<file path="src/rtl/execute_stage_md.sv">
// Execute stage with an iterative M-extension unit.
// Plain ALU ops complete in one cycle into EX/MEM. M ops run a radix-2
// shift-add multiply or restoring divide on operand magnitudes and hold
// the front of the pipeline until the result is ready.
module execute_stage_md #(
  parameter int DATA_WIDTH = 32,
  parameter int ADDR_WIDTH = 10
) (
  input  logic                  i_clk,
  input  logic                  i_rst_n,
  input  logic [DATA_WIDTH-1:0] i_rs1_data_e,
  input  logic [DATA_WIDTH-1:0] i_rs2_data_e,
  input  logic [DATA_WIDTH-1:0] i_immext_e,
  input  logic [ADDR_WIDTH-1:0] i_pc_e,
  input  logic [ADDR_WIDTH-1:0] i_pc4_e,
  input  logic [4:0]            i_rd_addr_e,
  input  logic [3:0]            i_aluctrl_e,
  input  logic [1:0]            i_alusrc_e,
  input  logic                  i_regwrite_e,
  input  logic                  i_memwrite_e,
  input  logic [1:0]            i_resultsrc_e,
  input  logic [2:0]            i_f3_e,
  input  logic                  i_md_valid_e,
  input  logic [2:0]            i_md_op_e,
  input  logic [DATA_WIDTH-1:0] i_forward_m,
  input  logic [DATA_WIDTH-1:0] i_forward_w,
  input  logic [1:0]            i_forward_a,
  input  logic [1:0]            i_forward_b,
  input  logic                  i_flush_e,
  output logic [ADDR_WIDTH-1:0] o_pctarget_e,
  output logic                  o_zero_e,
  output logic                  o_stall_e,
  output logic [DATA_WIDTH-1:0] o_alu_result_m,
  output logic [DATA_WIDTH-1:0] o_write_data_m,
  output logic                  o_regwrite_m,
  output logic                  o_memwrite_m,
  output logic [1:0]            o_resultsrc_m,
  output logic [4:0]            o_rd_addr_m,
  output logic [ADDR_WIDTH-1:0] o_pc4_m,
  output logic [2:0]            o_f3_m
);

  localparam int SHW  = $clog2(DATA_WIDTH);
  localparam int CNTW = $clog2(DATA_WIDTH + 1);
  localparam logic [CNTW-1:0] LAST_ITER = CNTW'(DATA_WIDTH - 1);

  localparam logic [1:0] S_IDLE = 2'd0;
  localparam logic [1:0] S_BUSY = 2'd1;
  localparam logic [1:0] S_DONE = 2'd2;

  localparam logic [3:0] ALU_ADD  = 4'd0;
  localparam logic [3:0] ALU_SUB  = 4'd1;
  localparam logic [3:0] ALU_AND  = 4'd2;
  localparam logic [3:0] ALU_OR   = 4'd3;
  localparam logic [3:0] ALU_XOR  = 4'd4;
  localparam logic [3:0] ALU_SLT  = 4'd5;
  localparam logic [3:0] ALU_SLTU = 4'd6;
  localparam logic [3:0] ALU_SLL  = 4'd7;
  localparam logic [3:0] ALU_SRL  = 4'd8;
  localparam logic [3:0] ALU_SRA  = 4'd9;
  localparam logic [3:0] ALU_PASB = 4'd10;

  // Two's-complement negate when the flag is set (magnitude / sign restore).
  function automatic logic [DATA_WIDTH-1:0] neg_if(input logic [DATA_WIDTH-1:0] v,
                                                   input logic neg);
    return neg ? (~v + 1'b1) : v;
  endfunction

  function automatic logic [2*DATA_WIDTH-1:0] neg2_if(input logic [2*DATA_WIDTH-1:0] v,
                                                      input logic neg);
    return neg ? (~v + 1'b1) : v;
  endfunction

  // Final M result from the iteration registers and the captured sign flags.
  function automatic logic [DATA_WIDTH-1:0] md_result(input logic [2:0] op,
                                                      input logic [DATA_WIDTH-1:0] hi,
                                                      input logic [DATA_WIDTH-1:0] lo,
                                                      input logic pneg,
                                                      input logic qneg,
                                                      input logic rneg);
    logic [2*DATA_WIDTH-1:0] prod;
    prod = neg2_if({hi, lo}, pneg);
    case (op)
      3'd0:               return prod[DATA_WIDTH-1:0];
      3'd1, 3'd2, 3'd3:   return prod[2*DATA_WIDTH-1:DATA_WIDTH];
      3'd4, 3'd5:         return neg_if(lo, qneg);
      default:            return neg_if(hi, rneg);
    endcase
  endfunction

  logic [1:0]            r_state;
  logic [CNTW-1:0]       r_cnt;
  logic [DATA_WIDTH-1:0] r_hi, r_lo, r_b, r_wdata;
  logic                  r_pneg, r_qneg, r_rneg;
  logic [2:0]            r_md_op, r_f3;
  logic [4:0]            r_rd;
  logic                  r_regwrite, r_memwrite;
  logic [1:0]            r_resultsrc;
  logic [ADDR_WIDTH-1:0] r_pc4;

  logic [DATA_WIDTH-1:0] w_fwd_a, w_fwd_b, w_src_a, w_src_b, w_alu;
  logic [SHW-1:0]        w_shamt;
  logic                  w_start, w_a_signed, w_b_signed, w_sa, w_sb;
  logic [DATA_WIDTH:0]   w_mul_sum, w_div_shift, w_div_diff;
  logic                  w_div_ge;

  // Forwarding muxes: code 3 behaves like the register file path.
  always_comb begin
    case (i_forward_a)
      2'd1:    w_fwd_a = i_forward_w;
      2'd2:    w_fwd_a = i_forward_m;
      default: w_fwd_a = i_rs1_data_e;
    endcase
    case (i_forward_b)
      2'd1:    w_fwd_b = i_forward_w;
      2'd2:    w_fwd_b = i_forward_m;
      default: w_fwd_b = i_rs2_data_e;
    endcase
  end

  assign w_src_a = i_alusrc_e[1] ? DATA_WIDTH'(i_pc_e) : w_fwd_a;
  assign w_src_b = i_alusrc_e[0] ? i_immext_e : w_fwd_b;
  assign w_shamt = w_src_b[SHW-1:0];

  // Single-cycle ALU.
  always_comb begin
    w_alu = '0;
    case (i_aluctrl_e)
      ALU_ADD:  w_alu = w_src_a + w_src_b;
      ALU_SUB:  w_alu = w_src_a - w_src_b;
      ALU_AND:  w_alu = w_src_a & w_src_b;
      ALU_OR:   w_alu = w_src_a | w_src_b;
      ALU_XOR:  w_alu = w_src_a ^ w_src_b;
      ALU_SLT:  w_alu = DATA_WIDTH'($signed(w_src_a) < $signed(w_src_b));
      ALU_SLTU: w_alu = DATA_WIDTH'(w_src_a < w_src_b);
      ALU_SLL:  w_alu = w_src_a << w_shamt;
      ALU_SRL:  w_alu = w_src_a >> w_shamt;
      ALU_SRA:  w_alu = $signed(w_src_a) >>> w_shamt;
      ALU_PASB: w_alu = w_src_b;
      default:  w_alu = '0;
    endcase
  end

  assign o_zero_e     = (w_alu == '0);
  assign o_pctarget_e = i_pc_e + ADDR_WIDTH'(i_immext_e);

  // Operand signedness: MUL/MULH/DIV/REM treat both as signed, MULHSU only rs1.
  assign w_a_signed = (i_md_op_e == 3'd0) || (i_md_op_e == 3'd1) || (i_md_op_e == 3'd2) ||
                      (i_md_op_e == 3'd4) || (i_md_op_e == 3'd6);
  assign w_b_signed = (i_md_op_e == 3'd0) || (i_md_op_e == 3'd1) ||
                      (i_md_op_e == 3'd4) || (i_md_op_e == 3'd6);
  assign w_sa = w_a_signed & w_fwd_a[DATA_WIDTH-1];
  assign w_sb = w_b_signed & w_fwd_b[DATA_WIDTH-1];

  assign w_start   = (r_state == S_IDLE) && i_md_valid_e && !i_flush_e;
  assign o_stall_e = i_rst_n && (w_start || (r_state == S_BUSY));

  // One iteration step: multiply adds the multiplicand on lo[0], divide
  // shifts in the next dividend bit and subtracts when it fits. A zero
  // divisor always "fits", giving an all-ones quotient and the dividend
  // as remainder without a special case.
  assign w_mul_sum   = {1'b0, r_hi} + (r_lo[0] ? {1'b0, r_b} : '0);
  assign w_div_shift = {r_hi, r_lo[DATA_WIDTH-1]};
  assign w_div_diff  = w_div_shift - {1'b0, r_b};
  assign w_div_ge    = (w_div_shift >= {1'b0, r_b});

  // M-unit control: IDLE -> BUSY for DATA_WIDTH iterations -> DONE -> IDLE.
  always_ff @(posedge i_clk or negedge i_rst_n) begin
    if (!i_rst_n) begin
      r_state <= S_IDLE;
      r_cnt   <= '0;
    end else begin
      case (r_state)
        S_IDLE: begin
          r_cnt <= '0;
          if (w_start) r_state <= S_BUSY;
        end
        S_BUSY: begin
          if (i_flush_e) begin
            r_state <= S_IDLE;
            r_cnt   <= '0;
          end else if (r_cnt == LAST_ITER) begin
            r_state <= S_DONE;
            r_cnt   <= '0;
          end else begin
            r_cnt <= r_cnt + 1'b1;
          end
        end
        default: begin
          r_state <= S_IDLE;
          r_cnt   <= '0;
        end
      endcase
    end
  end

  // M-unit datapath: operand capture at start, then one iteration per BUSY cycle.
  always_ff @(posedge i_clk) begin
    if (w_start) begin
      r_hi        <= '0;
      r_lo        <= neg_if(w_fwd_a, w_sa);
      r_b         <= neg_if(w_fwd_b, w_sb);
      r_pneg      <= w_sa ^ w_sb;
      r_qneg      <= (w_sa ^ w_sb) && (w_fwd_b != '0);
      r_rneg      <= w_sa;
      r_md_op     <= i_md_op_e;
      r_wdata     <= w_fwd_b;
      r_rd        <= i_rd_addr_e;
      r_regwrite  <= i_regwrite_e;
      r_memwrite  <= i_memwrite_e;
      r_resultsrc <= i_resultsrc_e;
      r_pc4       <= i_pc4_e;
      r_f3        <= i_f3_e;
    end else if (r_state == S_BUSY) begin
      if (r_md_op[2]) begin
        r_hi <= w_div_ge ? w_div_diff[DATA_WIDTH-1:0] : w_div_shift[DATA_WIDTH-1:0];
        r_lo <= {r_lo[DATA_WIDTH-2:0], w_div_ge};
      end else begin
        r_hi <= w_mul_sum[DATA_WIDTH:1];
        r_lo <= {w_mul_sum[0], r_lo[DATA_WIDTH-1:1]};
      end
    end
  end

  // EX/MEM register: bubble on flush or stall, M result in DONE, ALU otherwise.
  always_ff @(posedge i_clk or negedge i_rst_n) begin
    if (!i_rst_n) begin
      o_alu_result_m <= '0;
      o_write_data_m <= '0;
      o_regwrite_m   <= 1'b0;
      o_memwrite_m   <= 1'b0;
      o_resultsrc_m  <= 2'b00;
      o_rd_addr_m    <= 5'd0;
      o_pc4_m        <= '0;
      o_f3_m         <= 3'b010;
    end else if (i_flush_e || o_stall_e) begin
      o_regwrite_m <= 1'b0;
      o_memwrite_m <= 1'b0;
    end else if (r_state == S_DONE) begin
      o_alu_result_m <= md_result(r_md_op, r_hi, r_lo, r_pneg, r_qneg, r_rneg);
      o_write_data_m <= r_wdata;
      o_regwrite_m   <= r_regwrite;
      o_memwrite_m   <= r_memwrite;
      o_resultsrc_m  <= r_resultsrc;
      o_rd_addr_m    <= r_rd;
      o_pc4_m        <= r_pc4;
      o_f3_m         <= r_f3;
    end else begin
      o_alu_result_m <= w_alu;
      o_write_data_m <= w_fwd_b;
      o_regwrite_m   <= i_regwrite_e;
      o_memwrite_m   <= i_memwrite_e;
      o_resultsrc_m  <= i_resultsrc_e;
      o_rd_addr_m    <= i_rd_addr_e;
      o_pc4_m        <= i_pc4_e;
      o_f3_m         <= i_f3_e;
    end
  end

endmodule

</file>
<file path="config.mk">
export PLATFORM = sky130hd
export DESIGN_NAME = execute_stage_md
export DESIGN_NICKNAME = d
export VERILOG_FILES = /design/src/rtl/execute_stage_md.sv
export SDC_FILE = /design/constraint.sdc
export NUM_CORES = 2
export LEC_CHECK = 0
export ABC_CLOCK_PERIOD_IN_PS = 9100
export CORE_MARGIN = 2
export CORE_UTILIZATION = 40
export CTS_CLUSTER_DIAMETER = 60
export CTS_CLUSTER_SIZE = 14
export DETAILED_ROUTE_END_ITERATION = 16
export DONT_BUFFER_PORTS = 1
export GPL_ROUTABILITY_DRIVEN = 0
export PLACE_DENSITY_LB_ADDON = 0.15
export SLEW_MARGIN = 20
export SYNTH_ARGS = -nofsm -noshare
export SYNTH_HDL_FRONTEND = slang
export SYNTH_SLANG_ARGS = --single-unit
export TNS_END_PERCENT = 10
</file>
<file path="constraint.sdc">
create_clock -name i_clk -period 9.1 [get_ports i_clk]
set_clock_uncertainty 0.2 [all_clocks]
set_input_delay 1.82 -clock i_clk [delete_from_list [all_inputs] [get_ports i_clk]]
set_output_delay 1.82 -clock i_clk [all_outputs]
set_load 0.005 [all_outputs]
</file>
==> metrics.txt <==
Yosys reg bits approximately 250; Async SR Flop Fraction 0.378; Slew @ Worst Pin roughly 1.2 ns; I/O Pins between 300 and 400; Netlist cell types ~110; Worst slew margin 0.178; CP arrival just over 7 ns; Yosys warnings 0; via count between 30000 and 40000; CTS sink count 249; Die Span X between 200 and 300 microns; core area 72800 sq um; Post-DP HPWL around 110000 microns; first-pass GRT wire length ~200000 microns; dpl cell area about 32000 sq um; status finished with violations; drt initial violations 4571; Port Buf Inserts 0; Post-synth EDFFs about 120; most common library cell in the layout ignoring fill and taps nand2_1; Tot GR Track Use 0.359; Power Total between 6 and 7 mW; Compound-Gate Fraction of Synth Area 0.314; most frequent cells in the layout nand2_1 (459), nor2_1 (410), o21ai_0 (343), buf_4 (324), a21oi_1 (298); Setup crit end kind output port; Lkg Pwr 13.5 nW; pre-CTS WS -0.0849 ns; max_cap viols 0; mapped cell area between 20000 and 30000 sq um; GRT overflow 0; Final Cycle Share 1.00; Num CTS Buffers 27; Max Clk Rate 110 MHz; Synth top area share 0.126; Synth Area in Adders 0.0826; CP max-delay cell or4b_1; Synth Instances roughly 4000; Die Y-Extent ~280 microns; Hold Path Class reg -> reg; Routed WL per cell between 20 and 30 microns; final hold vios 0; unrepaired setup endpoints after global routing true; simple-gate share of the synthesized area 0.202; failing checks setup timing; mux cell area share after synthesis 0.0566; min Tclk post-route 9.11 ns; Starting Density 0.403; CP Cell Sequence inv_1 > ha_1 > buf_12 > a22oi_1 > o21a_1 > inv_1 > mux2i_1 > inv_1 > ha_1 > or3_1 > buf_4 > o211ai_1 > o211ai_1 > and2_4 > o311a_4 > o31a_1 > a221o_1 > a211oi_2 > or4b_1 > nor4_2 > nand4_1 > nor4_2 > buf_4 > buf_4; PD cells approximately 190 nW/um^2; IR drop worst, VDD between 0.1 and 0.15 mV; # hold bufs at CTS 0; Avg Cell Area, Syn roughly 7.4 sq um; max-slew violation count 0; Final Instance Area ~33000 sq um; initial antenna violation count 17; number of nets in the layout approximately 4500; CP Class in -> out; drt pass-1 iters 8; drc violations 0; startpoint types input port; Max stage delay on crit path ~0.49 ns; H-tree depth 1; later-pin clock latency in the skew report approximately 0.59 ns; CTS max path bufs 3; share of cells above drive strength 1 0.120; cell row count slightly below 100; Reg clk slew, reported paths about 0.070 ns; xor-xnor portion of the synthesized cell area 0.0522; antenna-violating nets left 0; Via density roughly 6.5; largest family of logic cells by synthesized area compound AO/OA/AOI/OAI gates; CTS tree done; Die ar. 75600 sq um; clk root buf clkbuf_16; Synth Flop Type edfxtp_1; number of setup buffers added after CTS 0; CP required just over 7 ns; Crit Path Max Fanout 23; final worst slack -0.00967 ns; Area Growth Syn to Fin 12.7%; vias in the first global route 30200; Synth area leader edfxtp_1; setup violators final 1; largest net degree at the start of global routing 102; Synth area leaders edfxtp_1 (13%), dfrtp_1 (7.9%), ha_1 (7.9%); Seq/Total Area, Yosys 0.228; # fillers between 7000 and 8000; post-synth net total approximately 4400; drt total wl 141000 microns
timing repair:
| item | CTS | global route |
|---|---|---|
| cloned | 0 | 0 |
| gates resized for setup | 3 | 10 |
| setup endpoints to repair | 1 | 1 |
cell usage after synthesis, drive strengths merged (43+ instances only):
library cell  instances
nand2               459
nor2                413
o21ai               375
a21oi               299
clkbuf              214
inv                 211
ha                  186
xnor2               133
mux2i               130
edfxtp              123
dfrtp                93
nor3                 93
a31oi                78
o211ai               72
buf                  67
a22oi                60
nand3                59
a211oi               54
a221oi               47
nand2b               47
or3                  46
o221ai               43
per-layer routing:
layer  routed length [microns]  vias up  track usage
met5                        97        -            0
met4                     10400       12        0.214
met1                     55000    15300        0.453
met3                     17200      566        0.120
met2                     58700     2082        0.531
li1                          -    14800            -
cell type report:
type	instances	area [sq um]	share of cell area
repair buffers	331	2570	0.0777
well taps	959	1200	0.0362
diodes	11	27.5	0.000831
inverters	211	800	0.0241
clock buffers	38	763	0.0230
multi-input cells	3232	20900	0.632
clock inverters	12	146	0.00442
flip-flops and latches	249	6690	0.202
where the power goes:
part | switching, mW | internal (mW)
combinational | 2.17 | 1.39
clock | 0.515 | 0.630
sequential | 0.305 | 1.39
flip-flops by register name, indices dropped and copies added (netlist names), 5 cells and up:
name and flops:
o_alu_result_m 32, r_hi 32, r_pc4 10, o_rd_addr_m 5
r_wdata 31, r_lo 32, r_b 32, r_cnt 6
o_pc4_m 10, o_write_data_m 32, r_rd 5
kinds of logic (layout without fill, tap and decap cells):
group | count (synthesis) | count (layout)
simple gates | 1307 | 1307
flops | 249 | 249
mux | 162 | 162
xor+xnor | 175 | 175
buf+inv | 492 | 592
fa+ha+maj | 191 | 191
other cells | 0 | 11
compound gates | 1397 | 1397
worst max-delay path, delay by kind of cell:
kind / cells / cell delay, ns
AOI/OAI and AO/OA: 8 / 1.95
adders and majority gates: 2 / 0.50
muxes: 1 / 0.20
and+or+nand+nor: 6 / 1.75
buffers and inverters: 7 / 0.84
final timing paths:
check                           slack, ns  cells after the start           start            endpoint
max in group asynchronous            7.72                      0         i_rst_n  o_alu_result_m[15]
worst max-delay path                -0.01                     24  i_forward_b[1]            o_zero_e
worst min register to register       0.26                      1        r_cnt[0]            r_cnt[0]
min in group asynchronous            0.72                      0         i_rst_n          r_state[0]
worst min-delay path                 0.26                      1        r_cnt[0]            r_cnt[0]
worst max register to register       4.03                     14         r_hi[6]            r_hi[30]
per-stage QoR:
stage                util  std cells  hold WS [ns]  setup TNS, ns
global route        0.455       5038         0.281         -0.188
finish              0.455       5043         0.264       -0.00967
detailed placement  0.441       4981         0.255        -0.0849
floorplan               -       3973         0.233              0
global placement    0.441       4981         0.251         -0.138
CTS                 0.454       5031         0.264              0
No activity file was read; power rests on OpenSTA's default activity.
